$ cat src/rtl/alu_regfile_pipe_if.sv
// Command/result handshake bundle for alu_regfile_pipe.
// master: command source + result sink; slave: the ALU block.
interface alu_regfile_pipe_if #(
  parameter int WIDTH = 8,
  parameter int AW    = 3
);
  logic             in_valid;
  logic             in_ready;
  logic [3:0]       opcode;
  logic [WIDTH-1:0] a;
  logic [WIDTH-1:0] b;
  logic [AW-1:0]    addr;
  logic             out_valid;
  logic             out_ready;
  logic [WIDTH-1:0] result;
  logic [3:0]       flags;

  modport master (
    output in_valid, opcode, a, b, addr,
    output out_ready,
    input  in_ready, out_valid, result, flags
  );

  modport slave (
    input  in_valid, opcode, a, b, addr,
    input  out_ready,
    output in_ready, out_valid, result, flags
  );
endinterface

$ cat src/rtl/alu_regfile_pipe.sv
// WIDTH-bit ALU + 2**AW regfile, valid/ready in and out.
// Ports: clk, rst_n (async low), bus (slave). ALU_MUL_EN adds MUL.
module alu_regfile_pipe #(
  parameter int WIDTH = 8,
  parameter int AW    = 3
) (
  input  logic                 clk,
  input  logic                 rst_n,
  alu_regfile_pipe_if.slave    bus
);
  localparam int SW    = $clog2(WIDTH);
  localparam int DEPTH = 1 << AW;
  localparam int MSB   = WIDTH - 1;

  logic [WIDTH-1:0] rf [DEPTH];

  logic             idle;
  logic             accept;
  logic             is_mul;
  logic             mul_done;
  logic [WIDTH-1:0] mul_r;
  logic             mul_c;

  logic [WIDTH-1:0] rf_rd;
  logic [WIDTH-1:0] op2;
  logic [WIDTH:0]   sum;
  logic [WIDTH-1:0] alu_r;
  logic             alu_v;
  logic             alu_c;

  // Nothing may be accepted in reset, so gate with rst_n
  assign bus.in_ready = rst_n & idle &
                        (!bus.out_valid | bus.out_ready);
  assign accept = bus.in_valid & bus.in_ready;

`ifdef ALU_MUL_EN
  typedef enum logic {IDLE, BUSY} state_t;

  localparam logic [SW-1:0] LAST = SW'(WIDTH - 1);

  state_t             state_q;
  state_t             state_d;
  logic [SW-1:0]      cnt_q;
  logic [2*WIDTH-1:0] acc_q;
  logic [2*WIDTH-1:0] mcand_q;
  logic [2*WIDTH-1:0] acc_d;
  logic [WIDTH-1:0]   mplier_q;

  always_ff @(posedge clk or negedge rst_n) begin
    if (!rst_n) state_q <= IDLE;
    else        state_q <= state_d;
  end

  always_comb begin
    state_d = state_q;
    unique case (state_q)
      IDLE: if (accept && is_mul) state_d = BUSY;
      BUSY: if (cnt_q == LAST)    state_d = IDLE;
    endcase
  end

  assign acc_d = acc_q + (mplier_q[0] ? mcand_q : '0);

  always_ff @(posedge clk or negedge rst_n) begin
    if (!rst_n) begin
      cnt_q    <= '0;
      acc_q    <= '0;
      mcand_q  <= '0;
      mplier_q <= '0;
    end else if (accept && is_mul) begin
      cnt_q    <= '0;
      acc_q    <= '0;
      mcand_q  <= {{WIDTH{1'b0}}, bus.a};
      mplier_q <= bus.b;
    end else if (state_q == BUSY) begin
      cnt_q    <= cnt_q + 1'b1;
      acc_q    <= acc_d;
      mcand_q  <= mcand_q << 1;
      mplier_q <= mplier_q >> 1;
    end
  end

  assign idle     = (state_q == IDLE);
  assign is_mul   = (bus.opcode == 4'hC);
  // Last shift-add step: final product is acc_d, not yet in acc_q
  assign mul_done = (state_q == BUSY) && (cnt_q == LAST);
  assign mul_r    = acc_d[WIDTH-1:0];
  assign mul_c    = |acc_d[2*WIDTH-1:WIDTH];
`else
  assign idle     = 1'b1;
  assign is_mul   = 1'b0;
  assign mul_done = 1'b0;
  assign mul_r    = '0;
  assign mul_c    = 1'b0;
`endif

  assign rf_rd = rf[bus.addr];
  assign op2   = (bus.opcode == 4'hA || bus.opcode == 4'hB)
               ? rf_rd : bus.b;

  always_comb begin
    sum   = '0;
    alu_r = '0;
    alu_v = 1'b0;
    alu_c = 1'b0;
    unique case (bus.opcode)
      4'h0, 4'hA: begin
        sum   = {1'b0, bus.a} + {1'b0, op2};
        alu_r = sum[MSB:0];
        alu_c = sum[WIDTH];
        alu_v = (bus.a[MSB] == op2[MSB]) &
                (alu_r[MSB] != bus.a[MSB]);
      end
      4'h1, 4'hB: begin
        sum   = {1'b0, bus.a} + {1'b0, ~op2} +
                (WIDTH+1)'(1);
        alu_r = sum[MSB:0];
        alu_c = sum[WIDTH];
        alu_v = (bus.a[MSB] != op2[MSB]) &
                (alu_r[MSB] != bus.a[MSB]);
      end
      4'h2: alu_r = bus.a & bus.b;
      4'h3: alu_r = bus.a | bus.b;
      4'h4: alu_r = bus.a ^ bus.b;
      4'h5: alu_r = bus.a << bus.b[SW-1:0];
      4'h6: alu_r = bus.a >> bus.b[SW-1:0];
      4'h7: alu_r = bus.b;
      4'h8: alu_r = bus.a;
      4'h9: alu_r = rf_rd;
      default: alu_r = '0;
    endcase
  end

  always_ff @(posedge clk or negedge rst_n) begin
    if (!rst_n) begin
      for (int i = 0; i < DEPTH; i++) rf[i] <= '0;
    end else if (accept && bus.opcode == 4'h8) begin
      rf[bus.addr] <= bus.a;
    end
  end

  // in_ready implies idle, so accept and mul_done never coincide
  always_ff @(posedge clk or negedge rst_n) begin
    if (!rst_n) begin
      bus.out_valid <= 1'b0;
      bus.result    <= '0;
      bus.flags     <= 4'b1000;
    end else if (accept && !is_mul) begin
      bus.out_valid <= 1'b1;
      bus.result    <= alu_r;
      bus.flags     <= {alu_r == '0, alu_r[MSB], alu_v, alu_c};
    end else if (mul_done) begin
      bus.out_valid <= 1'b1;
      bus.result    <= mul_r;
      bus.flags     <= {mul_r == '0, mul_r[MSB], 1'b0, mul_c};
    end else if (bus.out_valid && bus.out_ready) begin
      bus.out_valid <= 1'b0;
    end
  end
endmodule

$ cat src/flat_wrapper.sv
// flat-port wrapper written by rule: the top's interface ports become plain ports
module alu_regfile_pipe_flat 
#(
  parameter int WIDTH = 8,
  parameter int AW    = 3
)
  (clk, rst_n, bus_in_valid, bus_opcode, bus_a, bus_b, bus_addr, bus_out_ready, bus_in_ready, bus_out_valid, bus_result, bus_flags);
  alu_regfile_pipe_if #(.WIDTH(WIDTH), .AW(AW)) bus_i ();
  input  logic clk;
  input  logic rst_n;
  input wire logic [$bits(bus_i.in_valid)-1:0] bus_in_valid;
  input wire logic [$bits(bus_i.opcode)-1:0] bus_opcode;
  input wire logic [$bits(bus_i.a)-1:0] bus_a;
  input wire logic [$bits(bus_i.b)-1:0] bus_b;
  input wire logic [$bits(bus_i.addr)-1:0] bus_addr;
  input wire logic [$bits(bus_i.out_ready)-1:0] bus_out_ready;
  output wire logic [$bits(bus_i.in_ready)-1:0] bus_in_ready;
  output wire logic [$bits(bus_i.out_valid)-1:0] bus_out_valid;
  output wire logic [$bits(bus_i.result)-1:0] bus_result;
  output wire logic [$bits(bus_i.flags)-1:0] bus_flags;
  assign bus_i.in_valid = bus_in_valid;
  assign bus_i.opcode = bus_opcode;
  assign bus_i.a = bus_a;
  assign bus_i.b = bus_b;
  assign bus_i.addr = bus_addr;
  assign bus_i.out_ready = bus_out_ready;
  assign bus_in_ready = bus_i.in_ready;
  assign bus_out_valid = bus_i.out_valid;
  assign bus_result = bus_i.result;
  assign bus_flags = bus_i.flags;
  alu_regfile_pipe #(.WIDTH(WIDTH), .AW(AW)) u_core (.clk(clk), .rst_n(rst_n), .bus(bus_i));
endmodule
$ cat config.mk
export PLATFORM = sky130hd
export DESIGN_NAME = alu_regfile_pipe_flat
export DESIGN_NICKNAME = d
export VERILOG_FILES = /design/src/rtl/alu_regfile_pipe_if.sv /design/src/rtl/alu_regfile_pipe.sv /design/src/flat_wrapper.sv
export SDC_FILE = /design/constraint.sdc
export NUM_CORES = 1
export LEC_CHECK = 0
export ABC_CLOCK_PERIOD_IN_PS = 6800
export CAP_MARGIN = 20
export CORE_MARGIN = 3
export CORE_UTILIZATION = 40
export CTS_BUF_LIST = sky130_fd_sc_hd__clkbuf_8
export DETAILED_ROUTE_END_ITERATION = 10
export SLEW_MARGIN = 20
export SYNTH_ARGS = -nofsm -noshare
export SYNTH_HDL_FRONTEND = slang
export SYNTH_SLANG_ARGS = --single-unit
$ cat constraint.sdc
create_clock -name clk -period 6.8 [get_ports clk]
set_input_delay 0.68 -clock clk [delete_from_list [all_inputs] [get_ports clk]]
set_output_delay 0.68 -clock clk [all_outputs]
set_load 0.02 [all_outputs]
# --- Yosys cells after proc, flatten, opt, wreduce, memory -nomap -nowiden ---
# Index checks and enable logic that the tools add are counted.
word_totals:
  ff_bits: 77
  input_bits: 27
  output_inout_bits: 14
  elab_cells: 65
classes:
  addsub: 3
  order_cmp: 2
  n_eq_ne: 15
  shifts: 2
  muxes: 12
  n_bitwise: 10
  n_reduce_logical: 10
ops:
  columns: ["operator", "n"]
  rows:
  - ["$pmux 8 s10", 1]
  - ["$bwmux 64", 1]
  - ["$mux 8", 4]
  - ["$bmux 8 s3", 1]
  - ["$demux 8 s3", 1]
  - ["$add 8x8->9", 2]
  - ["$eq 4x3->1 const B", 4]
  - ["$eq 4x4->1 const B", 4]
  - ["$add 9x1->9 const B", 1]
  - ["$and 8x8->8", 1]
  - ["$eq 4x2->1 const B", 2]
  - ["$logic_not 8->1", 1]
  - ["$not 8->8", 1]
  - ["$or 8x8->8", 1]
  - ["$shl 8x3->8", 1]
  - ["$shr 8x3->8", 1]
  - ["$xor 8x8->8", 1]
  - ["$and 1x1->1", 4]
  - ["$eq 4x1->1 const B", 1]
  - ["$ge 4x4->1 const B", 1]
  - ["$logic_not 4->1", 1]
  - ["$lt 4x1->1 const B", 1]
  - ["$not 3->4", 1]
  - ["$pmux 1 s2", 2]
  - ["other kinds (9)", 15]

# --- Longest topological paths before layout ---
# Gate-level depths: netlist of the first run.
depth:
  ltp_word: 11
  ltp_mapped: 16
  ltp_nobuf: 14

# --- Least setup slack after synthesis of the first run ---
# OpenSTA, ideal clock, no wires.
synth_timing:
  kind: "input to register"
  from: "input bus_addr[2]"
  to: "register u_core.bus.flags[3]"
  setup_ps: 97
  arrival_time_ps: 3561
  required_time_ps: 6703
  slack_ps: 3141
  cell_stages: 15
  path_buffers: 3
  path_cell_list: "buf_2 > buf_2 > buf_2 > mux4_2 > mux2i_1 > o21ai_0 > ha_1 > fa_1 > nand2b_1 > a211oi_1 > nor4_1 > nand4b_1 > nor4_1 > nand4b_1 > o41ai_2"
synth_via:
  elab_chain_cells: 10
  elab_cells_between_ends: 11
  classes_between: "3 x add/sub; 5 x mux; 2 x bitwise; 1 x reduce/logical"
synth_lines:
  columns: ["element", "line_no", "rtl"]
  rows:
  - ["start, declared", "flat_wrapper.sv:15", "input wire logic [$bits(bus_i.addr)-1:0] bus_addr;"]
  - ["$not 3->4 (implied by the code) (*)", "alu_regfile_pipe.sv:97", "assign rf_rd = rf[bus.addr];"]
  - ["$bmux 8 s3 (*)", "alu_regfile_pipe.sv:97", null]
  - ["$mux 8 (implied by the code) (*) (2 in series)", "alu_regfile_pipe.sv:97", null]
  - ["$mux 8", "alu_regfile_pipe.sv:99", "? rf_rd : bus.b;"]
  - ["$not 8->8", "alu_regfile_pipe.sv:115", "sum = {1'b0, bus.a} + {1'b0, ~op2} +"]
  - ["$add 8x8->9", "alu_regfile_pipe.sv:115", null]
  - ["$add 9x1->9", "alu_regfile_pipe.sv:115", null]
  - ["$pmux 8 s10 (*)", "alu_regfile_pipe.sv:106", "unique case (bus.opcode)"]
  - ["$logic_not 8->1 (*)", "alu_regfile_pipe.sv:151", "bus.flags <= {alu_r == '0, alu_r[MSB], alu_v, alu_c};"]
  - ["end signal, assigned", "alu_regfile_pipe.sv:151", null]
  - ["end signal, assigned", "alu_regfile_pipe.sv:155", "bus.flags <= {mul_r == '0, mul_r[MSB], 1'b0, mul_c};"]
  - ["end, declared", "alu_regfile_pipe_if.sv:27", "output in_ready, out_valid, result, flags"]
# Every way passes the cells marked *; elsewhere a longest branch is shown, timed or not. The select of a mux whose other input is x is not followed.
# A chain may end at the register's enable or synchronous reset.

# --- Worst setup path after layout of the first run ---
layout_timing:
  from: "input bus_addr[0]"
  to: "register u_core.bus.flags[3]"
# The elaborated chain is that of the path after synthesis.

==> results of run 1 <==
[metal layers]
layer	share of wire (%)	up-vias
met3	5.1	32
met2	47	144
met5	0	-
met1	45	2171
li1	-	2061
met4	3.1	0
[area by class of cell]
class                   instances  area [sq um]  area share (%)
inverters                      28         105.1           1.677
repair buffers                 49         460.4           7.347
well taps                     176         220.2           3.514
flip-flops and latches         76          1903           30.37
clock buffers                  11         151.4           2.416
multi-input cells             413          3382           53.96
clock inverters                 5         45.04          0.7187
[worst max-delay path, delay by kind of cell]
| kind | cells | cell delay, ps |
|---|---|---|
| and+or+nand+nor | 7 | 1470 |
| buffers and inverters | 3 | 1390 |
| AOI/OAI and AO/OA | 4 | 860 |
| adders and majority gates | 1 | 510 |
[path summary, 6_finish.rpt]
kind,start,end,slack [ps],cells past startpoint
worst min register to register,u_core.bus.result[1],u_core.bus.result[1],480,2
worst max register to register,u_core.rf[8],u_core.bus.flags[3],3210,12
worst max-delay path,bus_addr[0],u_core.bus.flags[3],2120,15
worst min-delay path,u_core.bus.result[1],u_core.bus.result[1],480,2
max in group asynchronous,rst_n,u_core.rf[51],5620,2
min in group asynchronous,rst_n,u_core.rf[30],580,2
[cells by family (layout without fill, tap and decap cells)]
logic type / after synthesis / count (layout) / synth area share [%]
buffers and inverters: 64 / 93 / 5.249
flip-flops: 76 / 76 / 34.12
multiplexers: 95 / 95 / 20.93
adder cells (fa/ha/maj): 37 / 37 / 8.569
XOR/XNOR: 10 / 10 / 1.570
AND/OR/NAND/NOR: 155 / 155 / 15.12
AO/OA/AOI/OAI: 116 / 116 / 14.45
[cells in the mapped netlist (4+ instances only)]
cell type | number | area [sq um]
dfrtp_1 | 75 | 1877
mux2_2 | 61 | 686.9
nand2_1 | 50 | 187.7
ha_1 | 35 | 437.9
o21ai_0 | 31 | 155.2
inv_1 | 26 | 97.59
nor2_1 | 23 | 86.33
mux2i_1 | 21 | 210.2
clkbuf_1 | 17 | 63.81
a21oi_1 | 14 | 70.07
nand2b_1 | 13 | 81.33
mux4_2 | 11 | 247.7
a211oi_1 | 9 | 67.56
a22o_1 | 9 | 78.83
buf_2 | 9 | 45.04
a22oi_1 | 7 | 52.55
and2_1 | 7 | 43.79
buf_4 | 7 | 52.55
nand3_1 | 7 | 35.03
nand3b_1 | 7 | 52.55
nor3_1 | 7 | 35.03
xnor2_1 | 7 | 61.31
nor2_2 | 6 | 37.54
nor2b_1 | 6 | 37.54
nor3b_1 | 5 | 37.54
a221oi_1 | 4 | 35.03
o21a_1 | 4 | 30.03
[stage by stage]
stage / cell area, sq um / total power, mW / utilization (%) / instances
floorplan: 5578 / 0.7008 / - / 553
global placement: 6076 / 0.8122 / 45.16 / 742
detailed placement: 6076 / 0.8146 / 45.16 / 742
CTS: 6272 / 1.163 / 46.62 / 758
global route: 6267 / 1.213 / 46.59 / 758
finish: 6267 / 1.153 / 46.59 / 758
[power by group through the flow]
stage / combinational, mW / clock, mW / sequential, mW
floorplan: 0.180 / 0 / 0.521
global route: 0.338 / 0.372 / 0.503
finish: 0.308 / 0.346 / 0.499
global placement: 0.305 / 0 / 0.507
detailed placement: 0.307 / 0 / 0.508
CTS: 0.308 / 0.356 / 0.499
[flip-flops by register name, indices dropped and copies added (netlist names)]
register	count
u_core.rf	64
u_core.bus.result	7
u_core.bus.flags	4
u_core.bus.out_valid	1
==> impl_metrics.json, run 1 <==
{
  "run_status": "complete, no violations",
  "rsz0062_at_grt": "false",
  "grt_antenna_before_repair": 0,
  "slowest_delay_ps": 840,
  "arrival_ps": 4940,
  "gp_congestion": 0.9490,
  "async_reset_ff_share_pct": 100.0,
  "nets": 641,
  "yosysSeqAreaShare_pct": 34.12,
  "grt_max_degree": 77,
  "grt.met1_usage_pct": 28.97,
  "dp_hpwl_mm": 11.15,
  "syn-num-nets": 617,
  "post-cts-setup-buffers": 0,
  "pwr_density_cell_nw_per_um2": 184.0,
  "finalMaxSlewViolations": 0,
  "worst-setup-path-type": "input pin to flip-flop",
  "ctsHoldBuffers": 0,
  "clkLatencyLatePin_ps": 360,
  "ir_drop_mv": 0.1181,
  "ys_seq_elements": 76,
  "cts-root-buf": "clkbuf_8",
  "ioPinCount": 41,
  "fp.dieArea_sq_um": 15400,
  "ys_types": 73,
  "fmax_ghz": 0.2137,
  "grt_pass1_wl_mm": 24.57,
  "start_util_pct": 41.46,
  "p_switching_mw": 0.3506,
  "required_ps": 7060,
  "hold_class": "flip-flop to flip-flop",
  "path_cells": "clkdlybuf4s50_1, buf_4, and3b_1, o21ai_0, nand2_1, o21ai_0, inv_1, fa_1, nand2b_1, a211oi_1, nor4_1, nand4b_1, nor4_1, nand4b_1, o41ai_2",
  "synthFlopType": "dfrtp_1",
  "relSlewSlack_pct": 34.96,
  "finalSetupViolCount": 0,
  "syn_area_sq_um": 5578,
  "gr-usage-met3_pct": 3.497,
  "met2_usage_pct": 33.48,
  "grt-busiest-layer": "met2",
  "endpoint_kind": "flip-flop",
  "fp.dieH_microns": 124.1,
  "clk_pin_slew_worst_paths_ps": 70,
  "n_fill_cell": 1298,
  "cts_buffer_depth": 2,
  "tightest_slew_ps": 972.6,
  "drive_above_1_share_pct": 18.56,
  "drc_errors": 0,
  "std_cell_rows": 42,
  "p_clk_share_pct": 30.1,
  "vias": 4408,
  "fin_skew_ps": 11.62,
  "fp.dieW_microns": 124.1,
  "worst_hold_slack_ps": 484.3,
  "intPower_mw": 0.8024,
  "core-area_sq_um": 13450,
  "cts.sinks": 76,
  "place_ws_ps": 1724,
  "cp_slowest_cell": "clkdlybuf4s50_1",
  "fin_ws_ps": 2121,
  "comb_power_share_pct": 26.7,
  "p_seq_share_pct": 43.3,
  "cts_buffers": 9,
  "avgSynthCellArea_sq_um": 10.09,
  "viasPerCell": 5.815,
  "final_cell_mix": "75 x dfrtp_1, 61 x mux2_2, 50 x nand2_1, 38 x clkdlybuf4s50_1, 35 x ha_1",
  "grt_pass1_vias": 4409,
  "overflow": 0,
  "htree_levels": 3,
  "hold_viol": 0,
  "diodes": 0,
  "min_period_ps": 4679,
  "critPathLaunchType": "input pin",
  "wl_mm": 15.35,
  "drtIter0Drc": 398,
  "drt_pass1_iterations": 5,
  "finalCritPeriodShare_pct": 68.81,
  "syn_inst": 553,
  "fin_setup_tns_ps": 0,
  "synth-edff-count": 0,
  "yosys_warnings": 0,
  "ctsResizeCount": 0,
  "critical_path.max_fanout": 15,
  "grt_usage_pct": 21.18,
  "p_leak_nw": 2.861,
  "mostFrequentLayoutCell": "dfrtp_1",
  "areaGrowthSynthToFinish_pct": 12.36,
  "max_cap_viol_count": 0,
  "io_buffers": 40,
  "wl_per_cell_microns": 20.25,
  "drtAntennaViolNets": 0,
  "cts_tree": "built",
  "switching_share_pct": 30.41
}
(Power assumes the default switching activity.)
==> inputs of run 2 (changes only) <==
Settings changed: ABC_CLOCK_PERIOD_IN_PS 6800 to 4700.
Clock period 6.8 ns to 4.7 ns, I/O delays scaled along.
==> run 2 against run 1 <==
Register-to-register slack worse by 2300 ps. Clock-buffer cell count is 1 lower. Total power is 47% higher. Sequential power is 45% higher. Core utilization is 0.62 points higher. Non-clock buffer count is 9 higher. Clock power is 50% higher. Wire length is 0.42% higher. Die area stayed put. Final cell count is 1.2% higher. Critical path depth is 2 lower. Via count is 0.54% higher. Critical path type unchanged. Largest cell class unchanged.
==> impl_metrics.json, run 2 (same netlist as run 1, synthesis figures left out) <==
{
  "cts_tree": "built",
  "rr_endpoint": "u_core.bus.flags[3]",
  "fin_ws_ps": 616.5,
  "clkLatencyLatePin_ps": 360,
  "reg_top3": "u_core.rf (64), u_core.bus.result (7), u_core.bus.flags (4)",
  "cp.depth": 13,
  "grt_pass1_vias": 4490,
  "final_cell_mix": "75 x dfrtp_1, 61 x mux2_2, 50 x nand2_1, 39 x clkdlybuf4s50_1, 35 x ha_1",
  "core-area_sq_um": 13450,
  "diodes": 0,
  "dp_hpwl_mm": 11.51,
  "p_leak_nw": 2.884,
  "critical_path.max_fanout": 19,
  "worst_hold_slack_ps": 342.5,
  "r2r_setup_slack_ps": 950,
  "tightest_slew_ps": 954.0,
  "drt_pass1_iterations": 4,
  "start_util_pct": 41.46,
  "ctsHoldBuffers": 0,
  "path_cells": "clkdlybuf4s50_1, buf_4, nand2b_1, o2bb2ai_1, a211oi_1, o21a_1, ha_1, nor3b_1, nor3_1, o31ai_1, xnor2_1, o311ai_1, mux2_2",
  "finalMaxSlewViolations": 0,
  "drive_above_1_share_pct": 20.30,
  "grt_usage_pct": 21.23,
  "gp_congestion": 0.9965,
  "overflow": 0,
  "wl_mm": 15.41,
  "clk_pin_slew_worst_paths_ps": 80,
  "post-cts-setup-buffers": 0,
  "grt_pass1_wl_mm": 24.69,
  "worst-setup-path-type": "input pin to flip-flop",
  "min_period_ps": 4083,
  "stdcell_count": 767,
  "drc_errors": 0,
  "hold_viol": 0,
  "cp_top_family": "compound AO/OA/AOI/OAI gates",
  "areaGrowthSynthToFinish_pct": 13.86,
  "fmax_ghz": 0.2449,
  "cts.sinks": 76,
  "drtIter0Drc": 450,
  "nets": 650,
  "regMostFlops": "u_core.rf",
  "r2r_cells": 12,
  "stdcell_area_sq_um": 6351,
  "n_fill_cell": 1309,
  "io_buffers": 40,
  "htree_levels": 3,
  "wl_per_cell_microns": 20.09,
  "endpoint_kind": "flip-flop",
  "run_status": "complete, no violations",
  "rsz0062_at_grt": "false",
  "required_ps": 5000,
  "viasPerCell": 5.778,
  "dpl.cell_count": 751,
  "fin_setup_tns_ps": 0,
  "mostFrequentLayoutCell": "dfrtp_1",
  "ir_drop_mv": 0.2524,
  "grt_max_degree": 77,
  "largest_reg_flops": 64,
  "relSlewSlack_pct": 36.40,
  "max_cap_viol_count": 0,
  "cts_buffers": 9,
  "place_ws_ps": 319.5,
  "arrival_ps": 4380,
  "finalCritPeriodShare_pct": 86.88,
  "vias": 4432,
  "rr_startpoint": "u_core.rf[48]",
  "grt_antenna_before_repair": 0,
  "cp_slowest_cell": "clkdlybuf4s50_1",
  "path_buf_inv": 2,
  "ctsResizeCount": 0,
  "fp.dieW_microns": 124.1,
  "finalSetupViolCount": 0,
  "hold_class": "input pin to async pin",
  "cts_buffer_depth": 2,
  "critPathLaunchType": "input pin",
  "std_cell_rows": 42,
  "cts-root-buf": "clkbuf_8",
  "ioPinCount": 41,
  "pwr_density_cell_nw_per_um2": 266.6,
  "slowest_delay_ps": 680,
  "fp.dieArea_sq_um": 15400,
  "drtAntennaViolNets": 0,
  "fp.dieH_microns": 124.1,
  "fin_skew_ps": 3.879,
  "placed_area_sq_um": 6143
}
-- run 2: cell types whose count changed in the layout (fill, tap and decap cells not counted), sizes merged --
cell and change:
clkbuf -1, inv -2, buf +8, clkdlybuf4s50 +1
clkinvlp +3
-- run 2: report_power, final --
part	total, mW	switching (mW)	internal [mW]
clock	0.518	0.255	0.263
sequential	0.722	0.0243	0.698
combinational	0.453	0.253	0.201
total	1.69	0.532	1.16
-- run 2: layer usage --
layer | routed length, microns | share of wire [%] | vias up | global-route usage, %
li1 | - | - | 2082 | -
met1 | 6960 | 45 | 2199 | 28.90
met2 | 7370 | 48 | 126 | 34.36
met3 | 694 | 4.5 | 25 | 3.270
met4 | 386 | 2.5 | 0 | 7.598
met5 | 0 | 0 | - | 0
-- run 2: worst max-delay path by stage --
stage | to | startpoint
floorplan | u_core.bus.flags[3] | bus_addr[2]
global placement | u_core.bus.flags[3] | bus_addr[0]
detailed placement | u_core.bus.flags[3] | bus_addr[1]
CTS | u_core.bus.flags[3] | bus_addr[1]
global route | u_core.bus.flags[3] | bus_addr[2]
finish | u_core.bus.result[6] | bus_addr[2]
-- run 2: cell type report --
cell class	instances	area [sq um]	share of cell area [%]
inverter	28	105.1	1.655
clock inverter	6	70.07	1.103
timing repair buffer	58	533.0	8.392
clock buffer	10	137.6	2.167
sequential	76	1903	29.96
tap	176	220.2	3.467
multi-input combinational	413	3382	53.25
-- run 2: through the flow --
stage | utilization [%] | total power [mW]
floorplan | - | 1.014
global placement | 45.67 | 1.179
detailed placement | 45.67 | 1.186
CTS | 47.21 | 1.714
global route | 47.21 | 1.788
finish | 47.21 | 1.693
